==> src/rtl/zkbdmus_spirx_if.sv <==
// SPI receive bus: serial inputs from the AVR plus the deserialised keyboard/mouse outputs.
// master = AVR/consumer side, slave = the receive stage.
interface zkbdmus_spirx_if;
  logic        spics_n;
  logic        spick;
  logic        spido;
  logic [39:0] kbd_out;
  logic        kbd_stb;
  logic [7:0]  mus_out;
  logic        mus_xstb;
  logic        mus_ystb;
  logic        mus_btnstb;
  logic        frm_abort;

  modport master (
    output spics_n, spick, spido,
    input  kbd_out, kbd_stb, mus_out, mus_xstb, mus_ystb, mus_btnstb, frm_abort
  );

  modport slave (
    input  spics_n, spick, spido,
    output kbd_out, kbd_stb, mus_out, mus_xstb, mus_ystb, mus_btnstb, frm_abort
  );
endinterface

==> src/rtl/zkbdmus_spirx.sv <==
// SPI-slave receive stage: deserialises AVR keyboard-matrix and mouse frames in the fclk
// domain and presents them as a 40-bit key vector and a strobed 8-bit mouse bus.
module zkbdmus_spirx #(
  parameter logic [7:0] ADDR_KBD    = 8'h10,
  parameter logic [7:0] ADDR_MUSX   = 8'h40,
  parameter logic [7:0] ADDR_MUSY   = 8'h41,
  parameter logic [7:0] ADDR_MUSBTN = 8'h42
) (
  input  logic             fclk,
  input  logic             rst_n,
  zkbdmus_spirx_if.slave   bus
);

  localparam logic [2:0] S_IDLE = 3'd0;
  localparam logic [2:0] S_CMD  = 3'd1;
  localparam logic [2:0] S_KBD  = 3'd2;
  localparam logic [2:0] S_MUS  = 3'd3;
  localparam logic [2:0] S_IGN  = 3'd4;

  logic        sck_s1, sck_s2, sck_s3;
  logic        cs_s1, cs_s2, cs_s3;
  logic        mosi_s1, mosi_s2;
  logic        sck_rise, cs_rise;

  logic [7:0]  sh;
  logic [2:0]  bitcnt;
  logic        byte_done;

  logic [2:0]  state;
  logic [2:0]  bytecnt;
  logic [39:0] kbuf;
  logic [1:0]  mus_sel;

  // Chip select idles high, so its chain resets to 1 to avoid a false frame start.
  always_ff @(posedge fclk or negedge rst_n) begin
    if (!rst_n) begin
      sck_s1  <= 1'b0;
      sck_s2  <= 1'b0;
      sck_s3  <= 1'b0;
      cs_s1   <= 1'b1;
      cs_s2   <= 1'b1;
      cs_s3   <= 1'b1;
      mosi_s1 <= 1'b0;
      mosi_s2 <= 1'b0;
    end else begin
      sck_s1  <= bus.spick;
      sck_s2  <= sck_s1;
      sck_s3  <= sck_s2;
      cs_s1   <= bus.spics_n;
      cs_s2   <= cs_s1;
      cs_s3   <= cs_s2;
      mosi_s1 <= bus.spido;
      mosi_s2 <= mosi_s1;
    end
  end

  assign sck_rise = sck_s2 & ~sck_s3;
  assign cs_rise  = cs_s2 & ~cs_s3;

  // A rise coinciding with CS high is dropped; the bit counter is held at 0 between frames.
  always_ff @(posedge fclk or negedge rst_n) begin
    if (!rst_n) begin
      sh        <= 8'h00;
      bitcnt    <= 3'd0;
      byte_done <= 1'b0;
    end else begin
      byte_done <= 1'b0;
      if (cs_s2) begin
        bitcnt <= 3'd0;
      end else if (sck_rise) begin
        sh        <= {sh[6:0], mosi_s2};
        bitcnt    <= bitcnt + 3'd1;
        byte_done <= (bitcnt == 3'd7);
      end
    end
  end

  always_ff @(posedge fclk or negedge rst_n) begin
    if (!rst_n) begin
      state          <= S_IDLE;
      bytecnt        <= 3'd0;
      kbuf           <= 40'd0;
      mus_sel        <= 2'd0;
      bus.kbd_out    <= 40'd0;
      bus.kbd_stb    <= 1'b0;
      bus.mus_out    <= 8'h00;
      bus.mus_xstb   <= 1'b0;
      bus.mus_ystb   <= 1'b0;
      bus.mus_btnstb <= 1'b0;
      bus.frm_abort  <= 1'b0;
    end else begin
      bus.kbd_stb    <= 1'b0;
      bus.mus_xstb   <= 1'b0;
      bus.mus_ystb   <= 1'b0;
      bus.mus_btnstb <= 1'b0;
      bus.frm_abort  <= 1'b0;
      if (cs_s2) begin
        state   <= S_IDLE;
        bytecnt <= 3'd0;
        // An empty frame (no bits after the command decode point) is a clean end.
        if (cs_rise && ((bitcnt != 3'd0) || (state == S_KBD && bytecnt < 3'd5)))
          bus.frm_abort <= 1'b1;
      end else begin
        case (state)
          S_IDLE: begin
            state   <= S_CMD;
            bytecnt <= 3'd0;
          end
          S_CMD: begin
            if (byte_done) begin
              case (sh)
                ADDR_KBD:    state <= S_KBD;
                ADDR_MUSX:   begin state <= S_MUS; mus_sel <= 2'd0; end
                ADDR_MUSY:   begin state <= S_MUS; mus_sel <= 2'd1; end
                ADDR_MUSBTN: begin state <= S_MUS; mus_sel <= 2'd2; end
                default:     state <= S_IGN;
              endcase
            end
          end
          S_KBD: begin
            if (byte_done) begin
              kbuf    <= {kbuf[31:0], sh};
              bytecnt <= bytecnt + 3'd1;
              if (bytecnt == 3'd4) begin
                bus.kbd_out <= {kbuf[31:0], sh};
                bus.kbd_stb <= 1'b1;
                state       <= S_IGN;
              end
            end
          end
          S_MUS: begin
            if (byte_done) begin
              bus.mus_out    <= sh;
              bus.mus_xstb   <= (mus_sel == 2'd0);
              bus.mus_ystb   <= (mus_sel == 2'd1);
              bus.mus_btnstb <= (mus_sel == 2'd2);
              state          <= S_IGN;
            end
          end
          default: ;
        endcase
      end
    end
  end

endmodule
==> src/flat_wrapper.sv <==
// flat-port wrapper written by rule: the top's interface ports become plain ports
module zkbdmus_spirx_flat 
#(
  parameter logic [7:0] ADDR_KBD    = 8'h10,
  parameter logic [7:0] ADDR_MUSX   = 8'h40,
  parameter logic [7:0] ADDR_MUSY   = 8'h41,
  parameter logic [7:0] ADDR_MUSBTN = 8'h42
)
  (fclk, rst_n, bus_spics_n, bus_spick, bus_spido, bus_kbd_out, bus_kbd_stb, bus_mus_out, bus_mus_xstb, bus_mus_ystb, bus_mus_btnstb, bus_frm_abort);
  zkbdmus_spirx_if bus_i ();
  input  logic fclk;
  input  logic rst_n;
  input wire logic [$bits(bus_i.spics_n)-1:0] bus_spics_n;
  input wire logic [$bits(bus_i.spick)-1:0] bus_spick;
  input wire logic [$bits(bus_i.spido)-1:0] bus_spido;
  output wire logic [$bits(bus_i.kbd_out)-1:0] bus_kbd_out;
  output wire logic [$bits(bus_i.kbd_stb)-1:0] bus_kbd_stb;
  output wire logic [$bits(bus_i.mus_out)-1:0] bus_mus_out;
  output wire logic [$bits(bus_i.mus_xstb)-1:0] bus_mus_xstb;
  output wire logic [$bits(bus_i.mus_ystb)-1:0] bus_mus_ystb;
  output wire logic [$bits(bus_i.mus_btnstb)-1:0] bus_mus_btnstb;
  output wire logic [$bits(bus_i.frm_abort)-1:0] bus_frm_abort;
  assign bus_i.spics_n = bus_spics_n;
  assign bus_i.spick = bus_spick;
  assign bus_i.spido = bus_spido;
  assign bus_kbd_out = bus_i.kbd_out;
  assign bus_kbd_stb = bus_i.kbd_stb;
  assign bus_mus_out = bus_i.mus_out;
  assign bus_mus_xstb = bus_i.mus_xstb;
  assign bus_mus_ystb = bus_i.mus_ystb;
  assign bus_mus_btnstb = bus_i.mus_btnstb;
  assign bus_frm_abort = bus_i.frm_abort;
  zkbdmus_spirx #(.ADDR_KBD(ADDR_KBD), .ADDR_MUSX(ADDR_MUSX), .ADDR_MUSY(ADDR_MUSY), .ADDR_MUSBTN(ADDR_MUSBTN)) u_core (.fclk(fclk), .rst_n(rst_n), .bus(bus_i));
endmodule
==> config.mk <==
export PLATFORM = sky130hd
export DESIGN_NAME = zkbdmus_spirx_flat
export DESIGN_NICKNAME = d
export VERILOG_FILES = /design/src/rtl/zkbdmus_spirx_if.sv /design/src/rtl/zkbdmus_spirx.sv /design/src/flat_wrapper.sv
export SDC_FILE = /design/constraint.sdc
export NUM_CORES = 1
export LEC_CHECK = 0
export ABC_AREA = 1
export BUFFER_PORTS_ARGS = -buffer_cell sky130_fd_sc_hd__buf_4
export CAP_MARGIN = 10
export CORE_ASPECT_RATIO = 0.6
export CORE_MARGIN = 3
export CORE_UTILIZATION = 50
export CTS_CLUSTER_SIZE = 30
export DETAILED_ROUTE_END_ITERATION = 10
export PLACE_DENSITY = 0.73
export SYNTH_ARGS = -nofsm -noshare
export SYNTH_HDL_FRONTEND = slang
export SYNTH_SLANG_ARGS = --single-unit
==> constraint.sdc <==
create_clock -name fclk -period 1.9 [get_ports fclk]
set_input_delay 0.285 -clock fclk [delete_from_list [all_inputs] [get_ports fclk]]
set_output_delay 0.285 -clock fclk [all_outputs]
set_load 0.01 [all_outputs]
==> flow_summary.toml, run 1 <==
[clock_tree]
h-tree-depth = 4
cts-root-buf = "clkbuf_16"
path_clk_slew_ns = 0.05
clk_latency_ns = 0.40
cts.sinks = 113
cts_tree = "built"
cts_buffers = 17
cts_resized = 0
post_cts_buffers = 0
clockBufferDepth = 2

[global_routing]
grt_pass1_vias = 3134
antenna_found_initial = 0
grt_usage = 0.2057
use_met3 = 0.06183
busiest_layer = "met1"
grt_util_met1 = 0.3074
grt_max_degree = 48
grt_use_met2 = 0.2838
grt_pass1_wl_um = 15730
grt.overflow.total = 0

[yosys]
yosys.area_share.simple = 0.1540
synth_compound_area_frac = 0.1139
synth_mux_area_frac = 0
syn_avg_cell_area_um2 = 9.964
synth_xor_xnor_area_share = 0.001989
synth_top_family_by_area = "simple AND/OR/NAND/NOR gates"
syn_area_um2 = 4404
synth-seq-cells = 113
yosys_warnings = 0
seq_area_frac_synth = 0.6429
synth_fa_ha_area_frac = 0.01420
synth_nets = 452
syn_inst = 442
yosysUniqueCellTypes = 24

[placed_design]
placed_area_um2 = 4961
place.gp.congestion = 0.8400
io_buffers = 57
hpwl_um = 6208

[detailed_routing]
antenna_left = 0
drt-total-wl_um = 9206
drt-pass1-iter-count = 6
vias_per_cell = 5.062
drc = 0
drt_iter0_markers = 318
wl_per_cell_um = 14.54
via_count = 3204

[power]
totalPowerFinal_mw = 6.101
leakagePower_nw = 2.710
powerDensity_nw_per_um2 = 1090
irDropWorstVdd_v = 0.0008066

[worst_setup_path]
crit_family = "simple AND/OR/NAND/NOR gates"
crit_type = "flop to flop"
r2r_cells = 7
cp.required_ns = 2.19
r2r_end = "u_core.bus.kbd_out[14]"
path_max_fanout = 24
worst_ep_arrival_time_ns = 1.92
path_buf_inv = 2
max_stage_delay_ns = 0.38
reg2reg_slack_ns = 0.27
worst_setup_path_end_kind = "flop"
slowest_stage = "dfrtp_1"
worstPathCellList = "inv_2, nand2_2, nor2_4, nand4_4, buf_12, nand2_1, o21ai_1"
r2r_start = "u_core.state[2]"
start_kind = "flop"

[floorplanning]
die_area_um2 = 10010
row_count = 25
start_util = 0.5374
die_height_um = 78.70
fp.dieW_um = 127.2
ioPinCount = 58
placeableCoreArea_um2 = 8195

[timing]
finalClockSkew_ns = 0.007658
fin_tns_setup_ns = 0
slew_viol_final = 0
slew_headroom = 0.6752
fin_crit_ns = 1.629
timing.final.crit_share = 0.8574
finalSetupViolations = 0
hold_violations = 0
fmax_mhz = 613.8
tightest_slew_ns = 0.4873
holdWs_ns = 0.3473
rsz0062_at_grt = "false"

[layout]
design_area_um2 = 5595
diodes = 0
fin_nets = 522
final_common_cell = "nand2_1"
final_cell_mix = "nand2_1, dfrtp_1, o21ai_0, buf_4, inv_1"
syn_to_final_growth_pct = 27.05
drive_above_1_share = 0.2019
nFillCells = 649

[hold_path]
worstHoldStart = "u_core.sck_s1"
hold_path_class = "flop to flop"
hold_depth = 0
min_to = "u_core.sck_s2"

[flow_run]
maxCapViolCount = 0

[run_status]
status = "completed"
==> through the flow <==
step           setup WS (ns)  instances  utilization
3_3_place_gp          0.3489        597       0.6053
3_5_place_dp          0.2982        597       0.6053
5_1_grt               0.1421        633       0.6827
2_1_floorplan         0.6219        442            -
6_report              0.2709        633       0.6827
4_1_cts               0.2769        633       0.6827
==> synth_stat cells <==
cell type | n | area share
a311oi_1 | 1 | 0.0020
clkinv_1 | 1 | 0.00085
dfrtp_1 | 110 | 0.63
o21ai_1 | 27 | 0.031
o21ai_2 | 6 | 0.012
buf_6 | 8 | 0.020
nand3_1 | 14 | 0.016
inv_1 | 50 | 0.043
nor2_1 | 11 | 0.0094
nand4_1 | 3 | 0.0043
nand3_2 | 2 | 0.0045
xor2_1 | 1 | 0.0020
dfstp_2 | 3 | 0.018
inv_2 | 1 | 0.00085
nand2_1 | 123 | 0.10
a21oi_1 | 2 | 0.0023
nand4_4 | 1 | 0.0048
o21ai_0 | 59 | 0.067
buf_2 | 5 | 0.0057
ha_1 | 5 | 0.014
nand2_2 | 2 | 0.0028
nor2_4 | 2 | 0.0051
clkbuf_1 | 3 | 0.0026
nor3_1 | 2 | 0.0023
==> layout make-up <==
class	count	area [µm²]	area share
clock buffers	26	489.2	0.08743
well taps	108	135.1	0.02415
inverters	52	195.2	0.03488
flip-flops and latches	113	2831	0.5060
repair buffers	67	588.1	0.1051
multi-input cells	261	1251	0.2236
clock inverters	6	105.1	0.01878
==> timing repair <==
| action | 4_1_cts | 5_1_grt |
|---|---|---|
| setup endpoints to repair | 0 | 0 |
| hold buffers | 4 | 0 |
| hold endpoints to repair | 36 | 0 |
==> per-layer routing <==
layer	wire, µm	share of wire	vias up
met4	129	0.014	0
met3	584	0.063	16
met5	0	0	-
li1	-	-	1555
met2	3794	0.41	91
met1	4696	0.51	1542
==> worst max-delay path by stage <==
stage / from / to / slack, ns / cells past startpoint
3_5_place_dp: u_core.bytecnt[0] / u_core.bus.kbd_out[14] / 0.30 / 6
6_report: u_core.state[2] / u_core.bus.kbd_out[14] / 0.27 / 7
3_3_place_gp: u_core.bytecnt[0] / u_core.bus.kbd_out[38] / 0.35 / 6
5_1_grt: u_core.bytecnt[0] / u_core.bus.kbd_out[38] / 0.14 / 6
4_1_cts: u_core.bytecnt[0] / u_core.bus.kbd_out[14] / 0.28 / 6
2_1_floorplan: u_core.state[2] / u_core.bus.kbd_out[4] / 0.62 / 7
==> report_power, final <==
group / switching [mW] / leakage (nW) / internal [mW]
combinational: 0.280 / 0.873 / 0.110
sequential: 0.0711 / 1.54 / 2.49
clock: 0.994 / 0.292 / 2.16
total: 1.35 / 2.71 / 4.76
==> cell families after synthesis <==
family	Yosys count
AOI/OAI and AO/OA	95
xor gates and xnor gates	1
buffers and inverters	68
and+or+nand+nor	160
DFF	113
adders and majority gates	5
==> flip-flops by register name, indices dropped and copies added (netlist names), 2 cells and up <==
| name | flops |
|---|---|
| u_core.mus_sel | 2 |
| u_core.kbuf | 32 |
| u_core.state | 3 |
| u_core.sh | 8 |
| u_core.bus.mus_out | 8 |
| u_core.bus.kbd_out | 40 |
| u_core.bytecnt | 3 |
| u_core.bitcnt | 3 |
Power figures use the tool's default switching activity.
==> run 2: changes to the inputs <==
--- a/config.mk
+++ b/config.mk
@@ -5,15 +5,15 @@
 export SDC_FILE = /design/constraint.sdc
 export NUM_CORES = 1
 export LEC_CHECK = 0
-export ABC_AREA = 1
+export ABC_AREA = 0
 export BUFFER_PORTS_ARGS = -buffer_cell sky130_fd_sc_hd__buf_4
 export CAP_MARGIN = 10
 export CORE_ASPECT_RATIO = 0.6
 export CORE_MARGIN = 3
-export CORE_UTILIZATION = 50
+export CORE_UTILIZATION = 29
 export CTS_CLUSTER_SIZE = 30
 export DETAILED_ROUTE_END_ITERATION = 10
-export PLACE_DENSITY = 0.73
+export PLACE_DENSITY = 0.48
 export SYNTH_ARGS = -nofsm -noshare
 export SYNTH_HDL_FRONTEND = slang
 export SYNTH_SLANG_ARGS = --single-unit
==> flow_summary.toml, run 2 <==
[yosys]
yosys.area_share.simple = 0.05488
yosys-top-cells-area = "dfrtp_1, mux2_2, dfstp_2, ha_1, mux2_4"
seq_area_frac_synth = 0.6369
async_flop_share = 1.000
ys.flop_type = "dfrtp_1"
syn_avg_cell_area_um2 = 15.60
synth_top_family_by_area = "multiplexers"
synth_nets = 295
synth.most_common_cell = "dfrtp_1"
synth_area_leader_cell = "dfrtp_1"
syn_inst = 285
netlist.area_leader.share = 0.6192
synth_xor_xnor_area_share = 0.001970
synth-seq-cells = 113
synth_fa_ha_area_frac = 0.01407
synth_edf_count = 0
synth_mux_area_frac = 0.2311
syn_area_um2 = 4446
ys_top_cells_by_count = "dfrtp_1, mux2_2, inv_1, nor2_1, ha_1"
yosysUniqueCellTypes = 42
synth_compound_area_frac = 0.02871
yosys_warnings = 0

[floorplanning]
ioPinCount = 58
placeableCoreArea_um2 = 14760
start_util = 0.3012
fp.dieW_um = 165.8
die_area_um2 = 16900
row_count = 34
die_height_um = 101.9

[layout]
regMostFlops = "u_core.bus.kbd_out"
design_area_um2 = 5867
largest_reg_flops = 40
final_common_cell = "dfrtp_1"
final_cell_mix = "dfrtp_1, mux2_2, buf_4, clkbuf_16"
fin_nets = 380
reg_top3 = "u_core.bus.kbd_out x40, u_core.kbuf x32"
final_util = 0.3974
drive_above_1_share = 0.5326
stdcell_count = 581
diodes = 0
syn_to_final_growth_pct = 31.97

[clock_tree]
cts_tree = "built"
h-tree-depth = 4
clk_latency_ns = 0.40
path_clk_slew_ns = 0.05
clockBufferDepth = 2
cts_buffers = 17
cts-root-buf = "clkbuf_16"
cts.sinks = 113
cts_resized = 0

[placed_design]
dp.cells = 545
placed_area_um2 = 5205
pre_cts_slack_ns = 0.1939
io_buffers = 57
hpwl_um = 6069
place.gp.congestion = 0.7671

[worst_setup_path]
r2r_end = "u_core.mus_sel[1]"
worstPathCellList = "or4_1, nor2_2, and4_4, mux2_4"
start_kind = "flop"
max_stage_delay_ns = 0.54
cp.required_ns = 2.18
worst_ep_arrival_time_ns = 1.99
path_max_fanout = 3
path_buf_inv = 0
r2r_cells = 4
r2r_start = "u_core.sh[7]"
crit_family = "simple AND/OR/NAND/NOR gates"
cp_num_cells = 4
reg2reg_slack_ns = 0.19
slowest_stage = "or4_1"
worst_setup_path_end_kind = "flop"
crit_type = "flop to flop"

[power]
irDropWorstVdd_v = 0.0005516
powerDensity_nw_per_um2 = 1068
leakagePower_nw = 2.992
totalPowerFinal_mw = 6.264

[timing]
rsz0062_at_grt = "false"
finalSetupViolations = 0
slew_viol_final = 0
timing.final.crit_share = 0.8980
fmax_mhz = 586.1
fin_ws_ns = 0.1938
fin_tns_setup_ns = 0
tightest_slew_ns = 0.5144
hold_violations = 0
holdWs_ns = 0.3458
finalClockSkew_ns = 0.009257
fin_crit_ns = 1.706
slew_headroom = 0.6571

[hold_path]
hold_depth = 0
hold_path_class = "flop to flop"
min_to = "u_core.sck_s2"
worstHoldStart = "u_core.sck_s1"

[global_routing]
grt.overflow.total = 0
grt_pass1_wl_um = 14990
grt_pass1_vias = 2776
grt_usage = 0.1147
grt_max_degree = 36
antenna_found_initial = 0

[flow_run]
maxCapViolCount = 0

[run_status]
status = "completed"

[detailed_routing]
drt-pass1-iter-count = 4
drt-total-wl_um = 8776
drt_iter0_markers = 104
vias_per_cell = 4.346
drc = 0
wl_per_cell_um = 15.10
antenna_left = 0
via_count = 2525
==> run 2: final cells by class <==
cell class	instances	area [µm²]
Clock buffer	22	464.2
Clock inverter	10	157.7
Fill cell	1415	8895
Inverter	8	30.03
Multi-Input combinational cell	151	1470
Sequential cell	113	2831
Tap cell	198	247.7
Timing Repair Buffer	79	665.6
==> run 2: timing repair <==
item | 4_1_cts | 5_1_grt
buffers inserted | 0 | 0
endpoints found under the hold margin | 32 | 0
hold buffers | 4 | 0
==> run 2: where the power goes <==
part	total (mW)	switching (mW)	internal [mW]
logic	0.372	0.207	0.165
clock network	3.31	1.06	2.25
registers	2.58	0.0869	2.49
total	6.26	1.35	4.91
==> run 2: metal layers <==
| layer | part of all wire | up-vias | routed length [µm] | track usage |
|---|---|---|---|---|
| met5 | 0 | - | 0 | 0 |
| li1 | - | 1184 | - | - |
| met2 | 0.40 | 53 | 3507 | 0.1563 |
| met4 | 0.011 | 0 | 98 | 0.04984 |
| met3 | 0.051 | 8 | 451 | 0.04329 |
| met1 | 0.54 | 1280 | 4719 | 0.1626 |
==> run 2: logic make-up (layout without fill, tap and decap cells) <==
group | Yosys count | in the layout
compound gates | 19 | 19
xor+xnor | 1 | 1
fa+ha+maj | 5 | 5
buf+inv | 21 | 119
flops | 113 | 113
mux | 90 | 90
simple gates | 36 | 36
==> run 2: worst max path at each step <==
stage | from | to | slack, ns
after floorplan | u_core.state[1] | u_core.mus_sel[0] | 0.21
after global placement | u_core.sh[7] | u_core.mus_sel[1] | 0.21
after detailed placement | u_core.sh[7] | u_core.mus_sel[1] | 0.19
after CTS | u_core.sh[7] | u_core.mus_sel[1] | 0.18
after global routing | u_core.sh[7] | u_core.mus_sel[1] | 0.15
final | u_core.sh[7] | u_core.mus_sel[1] | 0.19
==> run 2: worst reg2reg max path, stage by stage, from the launching register on <==
cell     delay (ns)
dfrtp_1        0.37
or4_1          0.54
nor2_2         0.13
and4_4         0.26
mux2_4         0.29
==> run 3: changes to the inputs <==
--- a/config.mk
+++ b/config.mk
@@ -11,6 +11,7 @@
 export CORE_ASPECT_RATIO = 0.6
 export CORE_MARGIN = 3
 export CORE_UTILIZATION = 29
+export CTS_BUF_LIST = sky130_fd_sc_hd__clkbuf_16
 export CTS_CLUSTER_SIZE = 30
 export DETAILED_ROUTE_END_ITERATION = 10
 export PLACE_DENSITY = 0.48
==> constraint.sdc (replaced) <==
create_clock -name fclk -period 1.65 [get_ports fclk]
set_input_delay 0.2475 -clock fclk [delete_from_list [all_inputs] [get_ports fclk]]
set_output_delay 0.2475 -clock fclk [all_outputs]
set_load 0.01 [all_outputs]
==> flow_summary.toml, run 3 (synthesized netlist as in run 2, its figures left out) <==
[worst_setup_path]
worst_ep_arrival_time_ns = 1.96
worst_setup_path_end_kind = "flop"
r2r_start = "u_core.sh[2]"
crit_type = "flop to flop"
critical_path.startpoint = "u_core.sh[2]"
start_kind = "flop"
cp.required_ns = 1.93
path_max_fanout = 2

[detailed_routing]
drt-pass1-iter-count = 4
wl_per_cell_um = 14.90
drc = 0
drt-total-wl_um = 8820
antenna_left = 0
vias_per_cell = 4.389
drt_iter0_markers = 122
via_count = 2598

[timing]
fin_ws_ns = -0.03790
timing.final.crit_share = 1.023
rsz0062_at_grt = "true"
tightest_slew_ns = 0.4306
holdWs_ns = 0.2929
hold_violations = 0
slew_viol_final = 0
finalSetupViolations = 2
fmax_mhz = 592.5
fin_crit_ns = 1.688
finalClockSkew_ns = 0.01188
slew_headroom = 0.7055

[layout]
multi_input_area_um2 = 1479
seq_area_um2 = 2831
reg_top3 = "u_core.bus.kbd_out x40, u_core.kbuf x32"
largest_reg_flops = 40
fin_nets = 391
final_cell_mix = "dfrtp_1, mux2_2, buf_4, clkbuf_16, inv_1"
design_area_um2 = 5892
final_common_cell = "dfrtp_1"
nFillCells = 1368
diodes = 0
drive_above_1_share = 0.5431
syn_to_final_growth_pct = 32.54
regMostFlops = "u_core.bus.kbd_out"

[clock_tree]
clk_latency_ns = 0.40
cts.sinks = 113
path_clk_slew_ns = 0.06
cts-root-buf = "clkbuf_16"
h-tree-depth = 4
cts_tree = "built"
clockBufferDepth = 2
cts_buffers = 17

[global_routing]
grt.overflow.total = 0
grt_pass1_vias = 2698
grt_pass1_wl_um = 14600
antenna_found_initial = 0
grt_usage = 0.1118
grt_max_degree = 48

[floorplanning]
row_count = 34
die_area_um2 = 16900
ioPinCount = 58
placeableCoreArea_um2 = 14760
start_util = 0.3012
fp.dieW_um = 165.8
die_height_um = 101.9

[hold_path]
hold_path_class = "input pin to asynchronous set/reset pin"

[placed_design]
placed_area_um2 = 5258
pre_cts_slack_ns = -0.02520
hpwl_um = 5995
place.gp.congestion = 0.7979
io_buffers = 57

[power]
p_clk_frac = 0.486
powerDensity_nw_per_um2 = 1182
leakagePower_nw = 3.032
power_frac_comb = 0.091
swShare = 0.2306
pwr-share-seq = 0.423
irDropWorstVdd_v = 0.0005994
p_int_mw = 5.357
netSwitchingPower_mw = 1.605

[flow_run]
maxCapViolCount = 0

[run_status]
violations = "negative setup slack"
status = "complete, but fails checks"
[run 3: changes by cell type in the layout (fill, tap and decap cells not counted), moves of 2 or more]
cell,before,now
bufinv_16,4,2
clkbuf_1,3,0
clkinv_1,0,2
inv_1,8,11
buf_4,70,81
clkbuf_8,2,0
[run 3: worst max-delay path, cell delays in order (launching register included)]
cell     delay, ns
dfrtp_1       0.38
or4_4         0.55
nor2_4        0.11
and4_4        0.24
mux2_4        0.29
[run 3: layer usage]
layer / wire length (µm) / GRT usage / part of all wire / vias to the layer above
met5: 0 / 0 / 0 / -
met4: 70 / 0.04409 / 0.0079 / 0
met3: 410 / 0.03750 / 0.046 / 7
met2: 3581 / 0.1522 / 0.41 / 55
met1: 4758 / 0.1634 / 0.54 / 1322
li1: - / - / - / 1214
[run 3: area by class of cell]
class,count,area share
Tap cell,198,0.04205
Multi-Input combinational cell,151,0.2510
Inverter,8,0.005097
Clock inverter,15,0.02209
Clock buffer,17,0.07220
Sequential cell,113,0.4806
Timing Repair Buffer,90,0.1270
[run 3: path summary, 6_finish.rpt]
| path | to | slack (ns) | cells after the start |
|---|---|---|---|
| hold reg to reg | u_core.mosi_s2 | 0.35 | 0 |
| hold / removal | u_core.bus.kbd_out[22] | 0.29 | 2 |
| max in group asynchronous | u_core.cs_s2 | 0.71 | 3 |
| setup reg to reg | u_core.mus_sel[1] | -0.04 | 4 |
| min in group fclk | u_core.mosi_s2 | 0.35 | 0 |
| setup / recovery | u_core.mus_sel[1] | -0.04 | 4 |
[run 3: what timing repair did]
action                     CTS  global route
gates resized for setup      2             0
buffers inserted             2             2
gates cloned                 0             0
hold buffers                 4             0
pin swaps                    2             5
setup endpoints to repair    2             5
hold endpoints to repair    20             0
[run 3: stage by stage]
| stage | util | instances | power, mW | TNS, ns |
|---|---|---|---|---|
| floorplan | - | 285 | 3.190 | -0.08153 |
| global placement | 0.3562 | 552 | 3.517 | -0.004785 |
| detailed placement | 0.3562 | 552 | 3.524 | -0.05038 |
| CTS | 0.3981 | 590 | 7.036 | -0.05892 |
| global route | 0.3991 | 592 | 7.264 | -0.2205 |
| finish | 0.3991 | 592 | 6.962 | -0.07537 |
[run 3: power by group through the flow]
stage          Combinational (mW)  Clock (mW)  Sequential (mW)
3_5_place_dp                0.542           0             2.98
4_1_cts                     0.613        3.48             2.94
3_3_place_gp                0.538           0             2.98
5_1_grt                     0.694        3.62             2.95
2_1_floorplan               0.195           0             3.00
6_report                    0.632        3.38             2.95
